$ cat src/rtl/sc_gravity_scheduler.sv
// sc_gravity_scheduler
//
// Purpose:
//   Control unit of the point/piece datapath. It turns debounced buttons and
//   an internal gravity timer into one-cycle, active-low clear/load strobes
//   and a shift selection. Only one command reaches the datapath per cycle.
//   It also keeps track of landings, the level (which sets gravity speed)
//   and the remaining lives.
//
// Ports:
//   SC_GRAVITY_SCHEDULER_CLOCK_50                  system clock, rising edge
//   SC_GRAVITY_SCHEDULER_RESET_InLow               synchronous reset, low = reset
//   SC_GRAVITY_SCHEDULER_*Button_InLow             debounced buttons, low = pressed
//   SC_GRAVITY_SCHEDULER_bottomsidecomparator_InLow low = piece on bottom row
//   SC_GRAVITY_SCHEDULER_topsidecomparator_InLow   low = landed piece overflows top
//   SC_GRAVITY_SCHEDULER_clear_OutLow              datapath clear strobe
//   SC_GRAVITY_SCHEDULER_load0_OutLow              up-load strobe
//   SC_GRAVITY_SCHEDULER_load1_OutLow              down-load strobe
//   SC_GRAVITY_SCHEDULER_shiftselection_Out        11 hold, 01 left, 10 right
//   SC_GRAVITY_SCHEDULER_level_Out                 current level
//   SC_GRAVITY_SCHEDULER_lives_Out                 remaining lives
//   SC_GRAVITY_SCHEDULER_landed_OutHigh            one-cycle pulse per landing
//   SC_GRAVITY_SCHEDULER_gameover_OutHigh          high while the game is over
module sc_gravity_scheduler #(
   parameter int TICK_WIDTH         = 26,
   parameter int BASE_PERIOD        = 25000000,
   parameter int PERIOD_STEP        = 2500000,
   parameter int MAX_LEVEL          = 7,
   parameter int LANDINGS_PER_LEVEL = 4,
   parameter int LIVES_INIT         = 3
) (
   input  logic       SC_GRAVITY_SCHEDULER_CLOCK_50,
   input  logic       SC_GRAVITY_SCHEDULER_RESET_InLow,
   input  logic       SC_GRAVITY_SCHEDULER_startButton_InLow,
   input  logic       SC_GRAVITY_SCHEDULER_upButton_InLow,
   input  logic       SC_GRAVITY_SCHEDULER_downButton_InLow,
   input  logic       SC_GRAVITY_SCHEDULER_leftButton_InLow,
   input  logic       SC_GRAVITY_SCHEDULER_rightButton_InLow,
   input  logic       SC_GRAVITY_SCHEDULER_bottomsidecomparator_InLow,
   input  logic       SC_GRAVITY_SCHEDULER_topsidecomparator_InLow,
   output logic       SC_GRAVITY_SCHEDULER_clear_OutLow,
   output logic       SC_GRAVITY_SCHEDULER_load0_OutLow,
   output logic       SC_GRAVITY_SCHEDULER_load1_OutLow,
   output logic [1:0] SC_GRAVITY_SCHEDULER_shiftselection_Out,
   output logic [2:0] SC_GRAVITY_SCHEDULER_level_Out,
   output logic [1:0] SC_GRAVITY_SCHEDULER_lives_Out,
   output logic       SC_GRAVITY_SCHEDULER_landed_OutHigh,
   output logic       SC_GRAVITY_SCHEDULER_gameover_OutHigh
);

   localparam int LAND_W = (LANDINGS_PER_LEVEL > 1) ? $clog2(LANDINGS_PER_LEVEL) : 1;

   typedef enum logic [2:0] {
      IDLE,
      CLEAR,
      RUN,
      ISSUE,
      WAIT_RELEASE,
      LAND,
      GAMEOVER
   } stateType;

   typedef enum logic [1:0] {
      CMD_UP,
      CMD_DOWN,
      CMD_LEFT,
      CMD_RIGHT
   } cmdType;

   logic clock;
   logic resetLow;
   assign clock    = SC_GRAVITY_SCHEDULER_CLOCK_50;
   assign resetLow = SC_GRAVITY_SCHEDULER_RESET_InLow;

   stateType state, nextState;
   cmdType   cmd, nextCmd;
   logic     cmdGravity, nextGravity;

   logic startReg, upReg, downReg, leftReg, rightReg;
   logic [TICK_WIDTH-1:0] counter;
   logic [TICK_WIDTH-1:0] periodLast;
   logic gravReqReg;
   logic pending;
   logic gravity;
   logic counting;
   logic allReleased;
   logic [2:0] level;
   logic [LAND_W-1:0] landings;
   logic [1:0] lives;
   logic bottomOk;
   logic topOverflow;

   assign bottomOk    = SC_GRAVITY_SCHEDULER_bottomsidecomparator_InLow;
   assign topOverflow = ~SC_GRAVITY_SCHEDULER_topsidecomparator_InLow;

   // The last counter value of one gravity period shrinks by one step per level.
   assign periodLast  = TICK_WIDTH'(BASE_PERIOD - 1 - PERIOD_STEP * int'(level));
   assign counting    = (state == RUN) || (state == ISSUE) || (state == WAIT_RELEASE);
   assign gravity     = gravReqReg | pending;
   assign allReleased = startReg & upReg & downReg & leftReg & rightReg;

   // State and command registers; a reset at any edge drops back to IDLE,
   // which also kills a strobe that is currently being driven.
   always_ff @(posedge clock) begin
      if (!resetLow) begin
         state      <= IDLE;
         cmd        <= CMD_UP;
         cmdGravity <= 1'b0;
      end else begin
         state      <= nextState;
         cmd        <= nextCmd;
         cmdGravity <= nextGravity;
      end
   end

   // Next-state logic. In RUN the gravity request (fresh or pending) wins over
   // every button; user commands then wait for all buttons to be released so
   // each press yields exactly one command.
   always_comb begin
      nextState   = state;
      nextCmd     = cmd;
      nextGravity = cmdGravity;
      case (state)
         IDLE: begin
            if (!startReg) nextState = CLEAR;
         end
         CLEAR: begin
            nextState = RUN;
         end
         RUN: begin
            if (gravity) begin
               if (bottomOk) begin
                  nextState   = ISSUE;
                  nextCmd     = CMD_DOWN;
                  nextGravity = 1'b1;
               end else begin
                  nextState = LAND;
               end
            end else if (!upReg) begin
               nextState   = ISSUE;
               nextCmd     = CMD_UP;
               nextGravity = 1'b0;
            end else if (!downReg) begin
               if (bottomOk) begin
                  nextState   = ISSUE;
                  nextCmd     = CMD_DOWN;
                  nextGravity = 1'b0;
               end
            end else if (!leftReg) begin
               nextState   = ISSUE;
               nextCmd     = CMD_LEFT;
               nextGravity = 1'b0;
            end else if (!rightReg) begin
               nextState   = ISSUE;
               nextCmd     = CMD_RIGHT;
               nextGravity = 1'b0;
            end
         end
         ISSUE: begin
            nextState = cmdGravity ? RUN : WAIT_RELEASE;
         end
         WAIT_RELEASE: begin
            if (allReleased) nextState = RUN;
         end
         LAND: begin
            if (topOverflow && (lives <= 2'd1)) nextState = GAMEOVER;
            else                                nextState = CLEAR;
         end
         GAMEOVER: begin
            if (!startReg) nextState = CLEAR;
         end
         default: begin
            nextState = IDLE;
         end
      endcase
   end

   // Moore output decode from the state and the registered command. Unknown
   // encodings fall into the default and produce idle outputs.
   always_comb begin
      SC_GRAVITY_SCHEDULER_clear_OutLow       = 1'b1;
      SC_GRAVITY_SCHEDULER_load0_OutLow       = 1'b1;
      SC_GRAVITY_SCHEDULER_load1_OutLow       = 1'b1;
      SC_GRAVITY_SCHEDULER_shiftselection_Out = 2'b11;
      SC_GRAVITY_SCHEDULER_landed_OutHigh     = 1'b0;
      SC_GRAVITY_SCHEDULER_gameover_OutHigh   = 1'b0;
      case (state)
         CLEAR:    SC_GRAVITY_SCHEDULER_clear_OutLow = 1'b0;
         ISSUE: begin
            case (cmd)
               CMD_UP:    SC_GRAVITY_SCHEDULER_load0_OutLow       = 1'b0;
               CMD_DOWN:  SC_GRAVITY_SCHEDULER_load1_OutLow       = 1'b0;
               CMD_LEFT:  SC_GRAVITY_SCHEDULER_shiftselection_Out = 2'b01;
               default:   SC_GRAVITY_SCHEDULER_shiftselection_Out = 2'b10;
            endcase
         end
         LAND:     SC_GRAVITY_SCHEDULER_landed_OutHigh   = 1'b1;
         GAMEOVER: SC_GRAVITY_SCHEDULER_gameover_OutHigh = 1'b1;
         default: begin
         end
      endcase
   end

   // Button sampling, gravity timer, pending request and game bookkeeping.
   // Buttons and the expiry are registered, so a press or an expiry seen in
   // RUN becomes a strobe two edges later. An expiry that occurs while the
   // FSM is not in RUN is remembered once in 'pending'.
   always_ff @(posedge clock) begin
      if (!resetLow) begin
         startReg   <= 1'b1;
         upReg      <= 1'b1;
         downReg    <= 1'b1;
         leftReg    <= 1'b1;
         rightReg   <= 1'b1;
         counter    <= '0;
         gravReqReg <= 1'b0;
         pending    <= 1'b0;
         level      <= '0;
         landings   <= '0;
         lives      <= 2'(LIVES_INIT);
      end else begin
         startReg <= SC_GRAVITY_SCHEDULER_startButton_InLow;
         upReg    <= SC_GRAVITY_SCHEDULER_upButton_InLow;
         downReg  <= SC_GRAVITY_SCHEDULER_downButton_InLow;
         leftReg  <= SC_GRAVITY_SCHEDULER_leftButton_InLow;
         rightReg <= SC_GRAVITY_SCHEDULER_rightButton_InLow;

         if (state == CLEAR) begin
            counter    <= '0;
            gravReqReg <= 1'b0;
         end else if (counting) begin
            if (counter >= periodLast) begin
               counter    <= '0;
               gravReqReg <= 1'b1;
            end else begin
               counter    <= counter + TICK_WIDTH'(1);
               gravReqReg <= 1'b0;
            end
         end else begin
            gravReqReg <= 1'b0;
         end

         if (state == CLEAR) begin
            pending <= 1'b0;
         end else if (state == RUN) begin
            if (gravity) pending <= 1'b0;
         end else if (gravReqReg) begin
            pending <= 1'b1;
         end

         if (state == LAND) begin
            if (topOverflow) begin
               if (lives != 2'd0) lives <= lives - 2'd1;
            end else if (landings == LAND_W'(LANDINGS_PER_LEVEL - 1)) begin
               landings <= '0;
               if (level != 3'(MAX_LEVEL)) level <= level + 3'd1;
            end else begin
               landings <= landings + LAND_W'(1);
            end
         end else if ((state == GAMEOVER) && !startReg) begin
            lives    <= 2'(LIVES_INIT);
            level    <= '0;
            landings <= '0;
         end
      end
   end

   assign SC_GRAVITY_SCHEDULER_level_Out = level;
   assign SC_GRAVITY_SCHEDULER_lives_Out = lives;

endmodule

$ cat config.mk
export PLATFORM = sky130hd
export DESIGN_NAME = sc_gravity_scheduler
export DESIGN_NICKNAME = d
export VERILOG_FILES = /design/src/rtl/sc_gravity_scheduler.sv
export SDC_FILE = /design/constraint.sdc
export NUM_CORES = 1
export LEC_CHECK = 0
export ABC_AREA = 1
export BUFFER_PORTS_ARGS = -buffer_cell sky130_fd_sc_hd__buf_2
export CAP_MARGIN = 20
export CORE_MARGIN = 2
export CORE_UTILIZATION = 40
export DETAILED_ROUTE_END_ITERATION = 12
export PLACE_DENSITY_LB_ADDON = 0.2
export SYNTH_ARGS = -nofsm -noshare
export SYNTH_HDL_FRONTEND = slang
export SYNTH_SLANG_ARGS = --single-unit
$ cat constraint.sdc
create_clock -name SC_GRAVITY_SCHEDULER_CLOCK_50 -period 12.79 [get_ports SC_GRAVITY_SCHEDULER_CLOCK_50]
set_input_delay 0.6395 -clock SC_GRAVITY_SCHEDULER_CLOCK_50 [delete_from_list [all_inputs] [get_ports SC_GRAVITY_SCHEDULER_CLOCK_50]]
set_output_delay 0.6395 -clock SC_GRAVITY_SCHEDULER_CLOCK_50 [all_outputs]
set_load 0.02 [all_outputs]
==> results.cfg, run 1 <==
[layout]
layout-drive-gt1-share_pct = 10.3
final_nets = 606
fillCellCount = 962
multi_input_comb_area_mm2 = 0.00235
num_antenna_cells = 0
final-seq-area_um2 = 921
area_growth_syn_to_layout_pct = 9.10
layout.cell_area.non_filler_mm2 = 0.00390

[synthesis]
post_synth_inst_count = 532
synth_top_area_share_pct = 25.8
count_of_flip_flops_with_a_built_in_enable_after_synthesis = 0
synth_adder_area_share_pct = 15.1
synth-async-reset-ratio_pct = 0
synth_cell_type_count = 39
synth.top_cells.by_area = sky130_fd_sc_hd__dfxtp_1 (26%), sky130_fd_sc_hd__ha_1 (14%), sky130_fd_sc_hd__nand2_1 (13%)
synth_commonest_cells = sky130_fd_sc_hd__nand2_1 (120), sky130_fd_sc_hd__nor2_1 (76), sky130_fd_sc_hd__inv_1 (64), sky130_fd_sc_hd__dfxtp_1 (46), sky130_fd_sc_hd__ha_1 (40)
combinational_family_with_the_most_area_after_synthesis = simple AND/OR/NAND/NOR gates
yosys.area_share.simple_pct = 33.1
yosys-mux-area-fraction_pct = 0.280
syn_nets = 583
synth-compound-area-share_pct = 11.7
synth_area_mm2 = 0.00358
synthDominantAreaCellType = sky130_fd_sc_hd__dfxtp_1
synth_ff_type = sky130_fd_sc_hd__dfxtp_1
post_synth_xor_area_fraction_pct = 5.63
synth-seq-area-share_pct = 25.8
yosys_warnings = 0
postSynthRegisterBits = 46
synth.avg_cell_area_um2 = 6.72
most_frequent_cell_after_synthesis = sky130_fd_sc_hd__nand2_1

[clock_network]
worst_setup_hold_path_clk_slew_ns = 0.09
cts_hold_buf = 0
tritoncts_clock_tree = yes
numCtsBuffers = 5
cts_sink_cnt = 46
ctsRootBufferMaster = sky130_fd_sc_hd__clkbuf_8
ctsHtreeMaxLevel = 2
clk-insertion-delay-late_ns = 0.30
clockBufferDepth = 2
postCtsResizedCells = 0
cts_setup_buffers = 0

[die]
num_io_pins = 21
dieHeight_um = 98.6
initial_utilization_pct = 41.2
core_rows = 34
fp.dieW_um = 98.6
core_area_mm2 = 0.00868
die-area_mm2 = 0.00971

[routing]
drt_first_pass_iters = 4
drc_marker_count_from_the_first_detailed_route_iteration = 98
routed_wire_length_per_instance_um = 11.8
dr_total_vias = 3314
finalWirelength_um = 7860
drt_drc_violations_left = 0
route.detailed.vias_per_inst = 4.99
ant_nets = 0

[worst_setup_path]
timing_worst_setup_path_type = reg2reg
worst_setup_path_start_kind = register
data_required_critical_path_ns = 12.95
crit_fanout = 21
cp_data_arrival_time_ns = 5.25
worst_r2r_startpoint = SC_GRAVITY_SCHEDULER_level_Out[0]$_SDFFE_PN0P_
critical_path.endpoint_type = register
worstSetupStartpoint = SC_GRAVITY_SCHEDULER_level_Out[0]$_SDFFE_PN0P_

[hold_path]
min_path_type = reg2reg
worst_hold_startpoint = state[1]$_SDFFE_PN0P_

[run_status]
run_status = complete, no violations

[timing]
timing.slew.headroom_pct = 50.8
max_slew.worst_pin.slew_ns = 0.736
period_needed_ns = 5.09
timing.final.crit_share_pct = 39.8
rsz0062_at_grt = no
fmax_ghz = 0.196
timing_max_transition_violations_final = 0
hold_viol = 0
setup-violations-final = 0
timing.setup.tns_ns = 0
worst_clock_skew_ns = 0.00944

[grt]
grt_first_pass_wirelength_um = 14000
grtUsageTotal_pct = 17.0
number_of_antenna_violations_at_the_first_check_in_global_routing = 0
grt_overflow = 0
vias_in_the_first_global_route = 3196
grt_max_degree = 22

[placement]
post_dp_cell_area_mm2 = 0.00379
place.port_buffers = 20
globalplace.congestion = 0.857
place_hpwl_um = 6360

[pwr]
power_density_mw_per_mm2 = 77.4
ir_worst_vdd_uv = 52.4
static-leakage-power_nw = 1.88

[flow_run]
timing.max_cap.violations = 0
cell usage in the layout (no fill, tap or decap), types with 2 or more instances in the layout:
master                      instances
sky130_fd_sc_hd__nand2_1          120
sky130_fd_sc_hd__nor2_1            76
sky130_fd_sc_hd__inv_1             64
sky130_fd_sc_hd__dfxtp_1           46
sky130_fd_sc_hd__ha_1              40
sky130_fd_sc_hd__nand3_1           33
sky130_fd_sc_hd__a21oi_1           26
sky130_fd_sc_hd__buf_2             20
sky130_fd_sc_hd__xor2_1            18
sky130_fd_sc_hd__o21ai_0           14
sky130_fd_sc_hd__nor3_1            12
sky130_fd_sc_hd__nand4_1           11
sky130_fd_sc_hd__inv_2             10
sky130_fd_sc_hd__or2_2              7
sky130_fd_sc_hd__a211oi_1           6
sky130_fd_sc_hd__xnor2_1            5
sky130_fd_sc_hd__clkbuf_8           5
sky130_fd_sc_hd__nor2_4             4
sky130_fd_sc_hd__o21bai_1           3
sky130_fd_sc_hd__nand2_2            3
sky130_fd_sc_hd__nor2_2             3
sky130_fd_sc_hd__o22ai_1            3
sky130_fd_sc_hd__a21o_1             2
sky130_fd_sc_hd__o2111ai_1          2
sky130_fd_sc_hd__nand3b_1           2
sky130_fd_sc_hd__o21a_1             2
sky130_fd_sc_hd__a31oi_1            2
sky130_fd_sc_hd__o21ai_1            2
sky130_fd_sc_hd__fa_1               2
sky130_fd_sc_hd__clkinv_2           2
registers in the layout (all words and copies together), names as in the netlist:
name,cells
landings,2
cmdGravity,1
pending,1
downReg,1
SC_GRAVITY_SCHEDULER_level_Out,3
startReg,1
rightReg,1
leftReg,1
gravReqReg,1
SC_GRAVITY_SCHEDULER_lives_Out,2
cmd,2
counter,26
upReg,1
state,3
worst max-delay path, cell delays in order, from the launching register on:
cell                       delay [ns]
sky130_fd_sc_hd__dfxtp_1         0.72
sky130_fd_sc_hd__clkinv_1        0.40
sky130_fd_sc_hd__ha_1            0.43
sky130_fd_sc_hd__ha_1            0.24
sky130_fd_sc_hd__fa_1            0.56
sky130_fd_sc_hd__nor2_1          0.07
sky130_fd_sc_hd__nand3_1         0.11
sky130_fd_sc_hd__nand3_1         0.09
sky130_fd_sc_hd__nor2_1          0.24
sky130_fd_sc_hd__nand3_1         0.11
sky130_fd_sc_hd__nand2_1         0.09
sky130_fd_sc_hd__nand2_1         0.08
sky130_fd_sc_hd__xor2_1          0.15
sky130_fd_sc_hd__ha_1            0.32
sky130_fd_sc_hd__nand2_1         0.07
sky130_fd_sc_hd__nor2_1          0.13
sky130_fd_sc_hd__nand4_1         0.09
sky130_fd_sc_hd__nor2_1          0.09
sky130_fd_sc_hd__nand2_1         0.06
sky130_fd_sc_hd__nand3b_1        0.11
sky130_fd_sc_hd__nand2_1         0.14
sky130_fd_sc_hd__nand2_1         0.58
sky130_fd_sc_hd__nor2_1          0.10
layer usage:
layer | wire (um) | up-vias | GRT usage [%]
li1 | - | 1774 | -
met1 | 3950 | 1498 | 22.4
met5 | 0 | - | 0
met4 | 54 | 0 | 2.95
met2 | 3710 | 35 | 29.9
met3 | 156 | 7 | 2.34
final timing paths:
check                                   to  slack (ns)  cells past startpoint
setup / recovery  counter[10]$_SDFFE_PP0N_        7.70                     22
hold / removal       state[1]$_SDFFE_PN0P_        0.51                      2
setup reg to reg  counter[10]$_SDFFE_PP0N_        7.70                     22
hold reg to reg      state[1]$_SDFFE_PN0P_        0.51                      2
per-stage QoR:
stage	std cells	utilization [%]	hold WS [ns]	power, mW	setup slack (ns)
2_1_floorplan	532	-	0.469	0.188	8.53
6_report	664	45.0	0.511	0.302	7.70
4_1_cts	664	45.0	0.506	0.306	7.60
3_3_place_gp	656	43.7	0.487	0.197	7.79
5_1_grt	664	45.0	0.501	0.317	7.02
3_5_place_dp	656	43.7	0.491	0.197	7.61
where the power goes:
| part | switching (mW) | total [mW] | internal (mW) | leakage, nW |
|---|---|---|---|---|
| combinational | 0.0282 | 0.0424 | 0.0142 | 1.45 |
| clock | 0.0509 | 0.108 | 0.0576 | 0.0579 |
| sequential | 0.00414 | 0.151 | 0.147 | 0.372 |
| total | 0.0832 | 0.302 | 0.219 | 1.88 |
final cells by class:
cell class	count	share of cell area, %
Clock inverter	3	1.03
Clock buffer	5	1.76
Sequential cell	46	23.6
Multi-Input combinational cell	407	60.4
Timing Repair Buffer	20	2.57
Tap cell	108	3.46
Inverter	75	7.22
logic make-up (layout without fill, tap and decap cells):
| kind of cell | count (synthesis) | after routing |
|---|---|---|
| AND/OR/NAND/NOR | 273 | 273 |
| flip-flops | 46 | 46 |
| buffers and inverters | 79 | 103 |
| adder cells (fa/ha/maj) | 42 | 42 |
| multiplexers | 1 | 1 |
| AO/OA/AOI/OAI | 68 | 68 |
| XOR/XNOR | 23 | 23 |
Power figures use the tool's default switching activity.
==> run 2, diff against run 1 <==
==> constraint.sdc (replaced) <==
create_clock -name SC_GRAVITY_SCHEDULER_CLOCK_50 -period 4.7 [get_ports SC_GRAVITY_SCHEDULER_CLOCK_50]
set_input_delay 0.235 -clock SC_GRAVITY_SCHEDULER_CLOCK_50 [delete_from_list [all_inputs] [get_ports SC_GRAVITY_SCHEDULER_CLOCK_50]]
set_output_delay 0.235 -clock SC_GRAVITY_SCHEDULER_CLOCK_50 [all_outputs]
set_load 0.02 [all_outputs]
==> run 2 against run 1 <==
- via count is 0.15% lower
- flip-flop and latch count unchanged
- clock power grew to 2.8 times the previous value
- setup slack lost 7.1 ns
- power rose to 2.7 times the previous value
- largest power group unchanged
- highest routed layer unchanged
- hold slack got worse by 0.40 ns
- global-route usage grew 0.14 points
- sequential share of layout area is 0.19 points lower
- critical path type unchanged
- final area up 0.96%
- sequential power grew to 2.7 times the previous value
==> results.cfg, run 2 (synthesized netlist as in run 1, its figures left out) <==
[clock_network]
ctsRootBufferMaster = sky130_fd_sc_hd__clkbuf_8
ctsHtreeMaxLevel = 2
worst_setup_hold_path_clk_slew_ns = 0.09
clk-insertion-delay-late_ns = 0.30
cts_sink_cnt = 46
clockBufferDepth = 2
numCtsBuffers = 5
tritoncts_clock_tree = yes
cts_setup_buffers = 0

[layout]
layout_common_cells = sky130_fd_sc_hd__nand2_1 (119), sky130_fd_sc_hd__nor2_1 (76), sky130_fd_sc_hd__inv_1 (64)
area_growth_syn_to_layout_pct = 10.1
final_nets = 610
most_common_cell_after_layout_fill_and_taps_aside = sky130_fd_sc_hd__nand2_1
layout-drive-gt1-share_pct = 11.3
largest_register_ffs = 26
num_antenna_cells = 0
max_flop_register = counter

[grt]
grt_max_degree = 16
grtUsageTotal_pct = 17.1
grt_overflow = 0
vias_in_the_first_global_route = 3169
number_of_antenna_violations_at_the_first_check_in_global_routing = 0
grt_first_pass_wirelength_um = 14000

[die]
initial_utilization_pct = 41.2
die-area_mm2 = 0.00971
core_area_mm2 = 0.00868
fp.dieW_um = 98.6
core_rows = 34
num_io_pins = 21
dieHeight_um = 98.6

[run_status]
run_status = complete, no violations

[timing]
max_slew.worst_pin.slew_ns = 0.572
worst_clock_skew_ns = 0.00931
timing.hold.ws_ns = 0.114
timing.slew.headroom_pct = 61.8
fmax_ghz = 0.241
timing.setup.tns_ns = 0
rsz0062_at_grt = no
timing_max_transition_violations_final = 0
period_needed_ns = 4.15
hold_viol = 0
timing.final.crit_share_pct = 88.2
setup-violations-final = 0

[pwr]
power_switching_uw = 224
sequential_fraction_of_design_power_pct = 49.8
static-leakage-power_nw = 1.90
comb_power_share_pct = 14.2
power_density_mw_per_mm2 = 210
ir_worst_vdd_uv = 120
cellInternalPower_uw = 601
clkPwrFrac_pct = 36.0
p_sw_share_pct = 27.2

[worst_setup_path]
timing_worst_setup_path_type = reg2reg
data_required_critical_path_ns = 4.89
worst_setup_path_start_kind = register
critical_path.endpoint_type = register
crit_fanout = 11
cp_data_arrival_time_ns = 4.33

[routing]
route.detailed.vias_per_inst = 4.95
drc_marker_count_from_the_first_detailed_route_iteration = 120
routed_wire_length_per_instance_um = 11.7
drt_first_pass_iters = 4
finalWirelength_um = 7810
drt_drc_violations_left = 0
dr_total_vias = 3309
ant_nets = 0

[hold_path]
min_path_type = in2reg

[flow_run]
timing.max_cap.violations = 0

[placement]
place.port_buffers = 20
globalplace.congestion = 0.879
place_hpwl_um = 6430
## run 2: per-stage QoR
step / area, um^2 / utilization, % / worst slack (ns) / power, mW / std cells
global route: 3940 / 45.4 / 0.0747 / 0.873 / 668
global placement: 3820 / 44.0 / 0.449 / 0.537 / 660
CTS: 3940 / 45.3 / 0.308 / 0.839 / 668
finish: 3940 / 45.4 / 0.554 / 0.825 / 668
detailed placement: 3820 / 44.0 / 0.344 / 0.538 / 660
floorplan: 3580 / - / 0.441 / 0.510 / 532
## run 2: path summary, 6_finish.rpt
check / cells after the start / to / slack [ns] / startpoint
worst max-delay path: 23 / counter[3]$_SDFFE_PP0N_ / 0.55 / SC_GRAVITY_SCHEDULER_level_Out[1]$_SDFFE_PN0P_
worst min-delay path: 2 / rightReg$_SDFF_PN1_ / 0.11 / SC_GRAVITY_SCHEDULER_rightButton_InLow
worst max register to register: 23 / counter[3]$_SDFFE_PP0N_ / 0.55 / SC_GRAVITY_SCHEDULER_level_Out[1]$_SDFFE_PN0P_
worst min register to register: 2 / state[1]$_SDFFE_PN0P_ / 0.50 / state[1]$_SDFFE_PN0P_
## run 2: power by group through the flow
stage          clock network, mW  logic (mW)  registers, mW
2_1_floorplan                  0      0.0915          0.419
5_1_grt                    0.324       0.135          0.414
6_report                   0.297       0.117          0.411
3_5_place_dp                   0       0.117          0.421
3_3_place_gp                   0       0.116          0.420
4_1_cts                    0.309       0.118          0.411
## run 2: timing repair
item / in CTS / in global routing
hold buffers: 0 / 0
endpoints found under the setup margin: 0 / 12
resized for setup: 0 / 2
## run 2: routing by layer
| metal | track usage, % | share of wire, % | vias up |
|---|---|---|---|
| li1 | - | - | 1782 |
| met1 | 23.2 | 51 | 1486 |
| met2 | 29.5 | 46 | 37 |
| met3 | 2.34 | 2.3 | 4 |
| met4 | 2.85 | 0.52 | 0 |
| met5 | 0 | 0 | - |
## run 2: final cells by class
type | instances | area (um^2)
fill | 938 | 4740
multi-input combinational | 407 | 2360
sequential | 46 | 922
inverter | 75 | 282
tap | 108 | 135
timing repair buffer | 24 | 130
clock buffer | 5 | 68.8
clock inverter | 3 | 43.8
## run 2: worst max-delay path, stage by stage, from the launching register on
cell and delay, ns:
sky130_fd_sc_hd__dfxtp_2 0.42, sky130_fd_sc_hd__inv_1 0.08, sky130_fd_sc_hd__ha_1 0.32, sky130_fd_sc_hd__ha_1 0.24, sky130_fd_sc_hd__fa_1 0.55, sky130_fd_sc_hd__nor2_1 0.07, sky130_fd_sc_hd__nand3_1 0.11, sky130_fd_sc_hd__nand3_1 0.08
sky130_fd_sc_hd__nor2_1 0.25, sky130_fd_sc_hd__nand3_1 0.11, sky130_fd_sc_hd__nand2_1 0.09, sky130_fd_sc_hd__nand2_1 0.08, sky130_fd_sc_hd__xor2_1 0.15, sky130_fd_sc_hd__ha_1 0.29, sky130_fd_sc_hd__nand2_1 0.07, sky130_fd_sc_hd__nor2_1 0.13
sky130_fd_sc_hd__nand4_1 0.09, sky130_fd_sc_hd__nor2_1 0.09, sky130_fd_sc_hd__nand2_1 0.06, sky130_fd_sc_hd__nand3b_1 0.11, sky130_fd_sc_hd__nand2_1 0.16, sky130_fd_sc_hd__nand2_2 0.24, sky130_fd_sc_hd__buf_4 0.22, sky130_fd_sc_hd__nor2_1 0.05
==> run 3, diff against run 2 <==
--- a/config.mk
+++ b/config.mk
@@ -8,7 +8,7 @@
 export ABC_AREA = 1
 export BUFFER_PORTS_ARGS = -buffer_cell sky130_fd_sc_hd__buf_2
 export CAP_MARGIN = 20
-export CORE_MARGIN = 2
+export CORE_MARGIN = 1
 export CORE_UTILIZATION = 40
 export DETAILED_ROUTE_END_ITERATION = 12
 export PLACE_DENSITY_LB_ADDON = 0.2
==> run 3 against run 2 <==
- combinational power about the same
- clock-buffer cell count unchanged
- core utilization decreased by 0.17 points
- critical path type unchanged
- largest cell class unchanged
- largest power group unchanged
==> results.cfg, run 3 (synthesized netlist as in run 1, its figures left out) <==
[layout]
stdcell_count = 669
layout_common_cells = sky130_fd_sc_hd__nand2_1 (119), sky130_fd_sc_hd__nor2_1 (76), sky130_fd_sc_hd__inv_1 (64)
largest_register_ffs = 26
num_antenna_cells = 0
most_common_cell_after_layout_fill_and_taps_aside = sky130_fd_sc_hd__nand2_1
area_growth_syn_to_layout_pct = 9.73
final_nets = 611
max_flop_register = counter
layout-drive-gt1-share_pct = 11.4

[die]
num_io_pins = 21
initial_utilization_pct = 41.2
core_rows = 34
die-area_mm2 = 0.00932
dieHeight_um = 96.6
fp.dieW_um = 96.6
core_area_mm2 = 0.00868

[pwr]
comb_power_share_pct = 15.1
p_sw_share_pct = 30.0
cellInternalPower_uw = 546
static-leakage-power_nw = 1.90
ir_worst_vdd_uv = 162
power_switching_uw = 234
power_density_mw_per_mm2 = 199
clkPwrFrac_pct = 32.1
sequential_fraction_of_design_power_pct = 52.8

[timing]
setup_slack_of_the_critical_path_after_layout_ns = 0.476
timing.setup.tns_ns = 0
hold_viol = 0
timing_max_transition_violations_final = 0
fmax_ghz = 0.237
period_needed_ns = 4.22
timing.final.crit_share_pct = 89.9
worst_clock_skew_ns = 0.0145
timing.hold.ws_ns = 0.103
max_slew.worst_pin.slew_ns = 0.577
timing.slew.headroom_pct = 61.4
setup-violations-final = 0
rsz0062_at_grt = no

[routing]
finalWirelength_um = 8110
ant_nets = 0
drt_first_pass_iters = 4
route.detailed.vias_per_inst = 4.97
routed_wire_length_per_instance_um = 12.1
dr_total_vias = 3324
drc_marker_count_from_the_first_detailed_route_iteration = 148
drt_drc_violations_left = 0

[worst_setup_path]
critical_path.top_delay_family = simple AND/OR/NAND/NOR gates
rr_endpoint = counter[10]$_SDFFE_PP0N_
data_required_critical_path_ns = 4.89
reg2regPathDepth = 24
r2r_slack_ns = 0.48
timing_worst_setup_path_type = reg2reg
critPathMaxStageDelay_ns = 0.55
crit_fanout = 11
worst_setup_path_start_kind = register
crit_chain = buf_4 -> clkinv_1 -> ha_1 -> ha_1 -> fa_1 -> nor2_1 -> nand3_1 -> nand3_1 -> nor2_1 -> nand3_1 -> nand2_1 -> nand2_1 -> xor2_1 -> ha_1 -> nand2_1 -> nor2_1 -> nand4_1 -> nor2_1 -> nand2_1 -> nand3b_1 -> nand2_1 -> nand2_2 -> buf_4 -> nor2_1
crit_slowest_cell = sky130_fd_sc_hd__fa_1
buf_inv_on_cp = 3
cp_data_arrival_time_ns = 4.42
critical_path.endpoint_type = register
worst_r2r_startpoint = SC_GRAVITY_SCHEDULER_level_Out[0]$_SDFFE_PN0P_

[grt]
number_of_antenna_violations_at_the_first_check_in_global_routing = 0
grt_first_pass_wirelength_um = 13500
grt_overflow = 0
vias_in_the_first_global_route = 3006
grtUsageTotal_pct = 18.6
grt_max_degree = 16

[run_status]
run_status = complete, no violations

[clock_network]
ctsHtreeMaxLevel = 2
clockBufferDepth = 2
worst_setup_hold_path_clk_slew_ns = 0.10
clk-insertion-delay-late_ns = 0.31
cts_sink_cnt = 46
numCtsBuffers = 5
tritoncts_clock_tree = yes
cts_hold_buf = 0
ctsRootBufferMaster = sky130_fd_sc_hd__clkbuf_8

[hold_path]
hold-path-cell-count = 2
worst_hold_startpoint = SC_GRAVITY_SCHEDULER_downButton_InLow
min_path_type = in2reg
min_to = downReg$_SDFF_PN1_

[flow_run]
timing.max_cap.violations = 0

[placement]
place_hpwl_um = 6580
instance_count_after_placement_with_tap_cells_included = 661
place.port_buffers = 20
globalplace.congestion = 0.877
pre_cts_ws_ns = 0.253
==> run 3: worst max-delay path by stage <==
stage                               endpoint  cells after the start                                            from
global placement     counter[4]$_SDFFE_PP0N_                     24  SC_GRAVITY_SCHEDULER_level_Out[1]$_SDFFE_PN0P_
finish              counter[10]$_SDFFE_PP0N_                     24  SC_GRAVITY_SCHEDULER_level_Out[0]$_SDFFE_PN0P_
CTS                 counter[10]$_SDFFE_PP0N_                     24  SC_GRAVITY_SCHEDULER_level_Out[1]$_SDFFE_PN0P_
floorplan           counter[10]$_SDFFE_PP0N_                     24  SC_GRAVITY_SCHEDULER_level_Out[0]$_SDFFE_PN0P_
global route         counter[8]$_SDFFE_PP0N_                     24  SC_GRAVITY_SCHEDULER_level_Out[0]$_SDFFE_PN0P_
detailed placement  counter[10]$_SDFFE_PP0N_                     24  SC_GRAVITY_SCHEDULER_level_Out[1]$_SDFFE_PN0P_
==> run 3: area by class of cell <==
| class | count | area, um^2 |
|---|---|---|
| Multi-Input combinational cell | 407 | 2360 |
| Fill cell | 937 | 4750 |
| Clock buffer | 5 | 68.8 |
| Timing Repair Buffer | 25 | 138 |
| Sequential cell | 46 | 922 |
| Inverter | 75 | 282 |
| Clock inverter | 3 | 21.3 |
| Tap cell | 108 | 135 |
==> run 3: repair_timing <==
action | 4_1_cts | 5_1_grt
buffers inserted | 0 | 0
setup endpoints to repair | 0 | 11
resized for setup | 0 | 2
==> run 3: layer usage <==
layer / GRT usage, % / part of all wire (%)
met3: 3.05 / 2.9
met2: 31.4 / 45
met4: 5.02 / 1.4
met1: 24.5 / 51
met5: 0 / 0
==> run 3: through the flow <==
stage | area, um^2 | power, mW | utilization (%)
3_5_place_dp | 3830 | 0.538 | 44.1
2_1_floorplan | 3580 | 0.510 | -
4_1_cts | 3920 | 0.786 | 45.2
5_1_grt | 3920 | 0.821 | 45.2
6_report | 3920 | 0.780 | 45.2
3_3_place_gp | 3830 | 0.537 | 44.1
==> run 3: power groups by stage <==
stage	sequential [mW]	combinational, mW	clock, mW
3_5_place_dp	0.421	0.118	0
5_1_grt	0.414	0.133	0.274
3_3_place_gp	0.420	0.116	0
4_1_cts	0.412	0.118	0.257
2_1_floorplan	0.419	0.0915	0
6_report	0.412	0.118	0.250
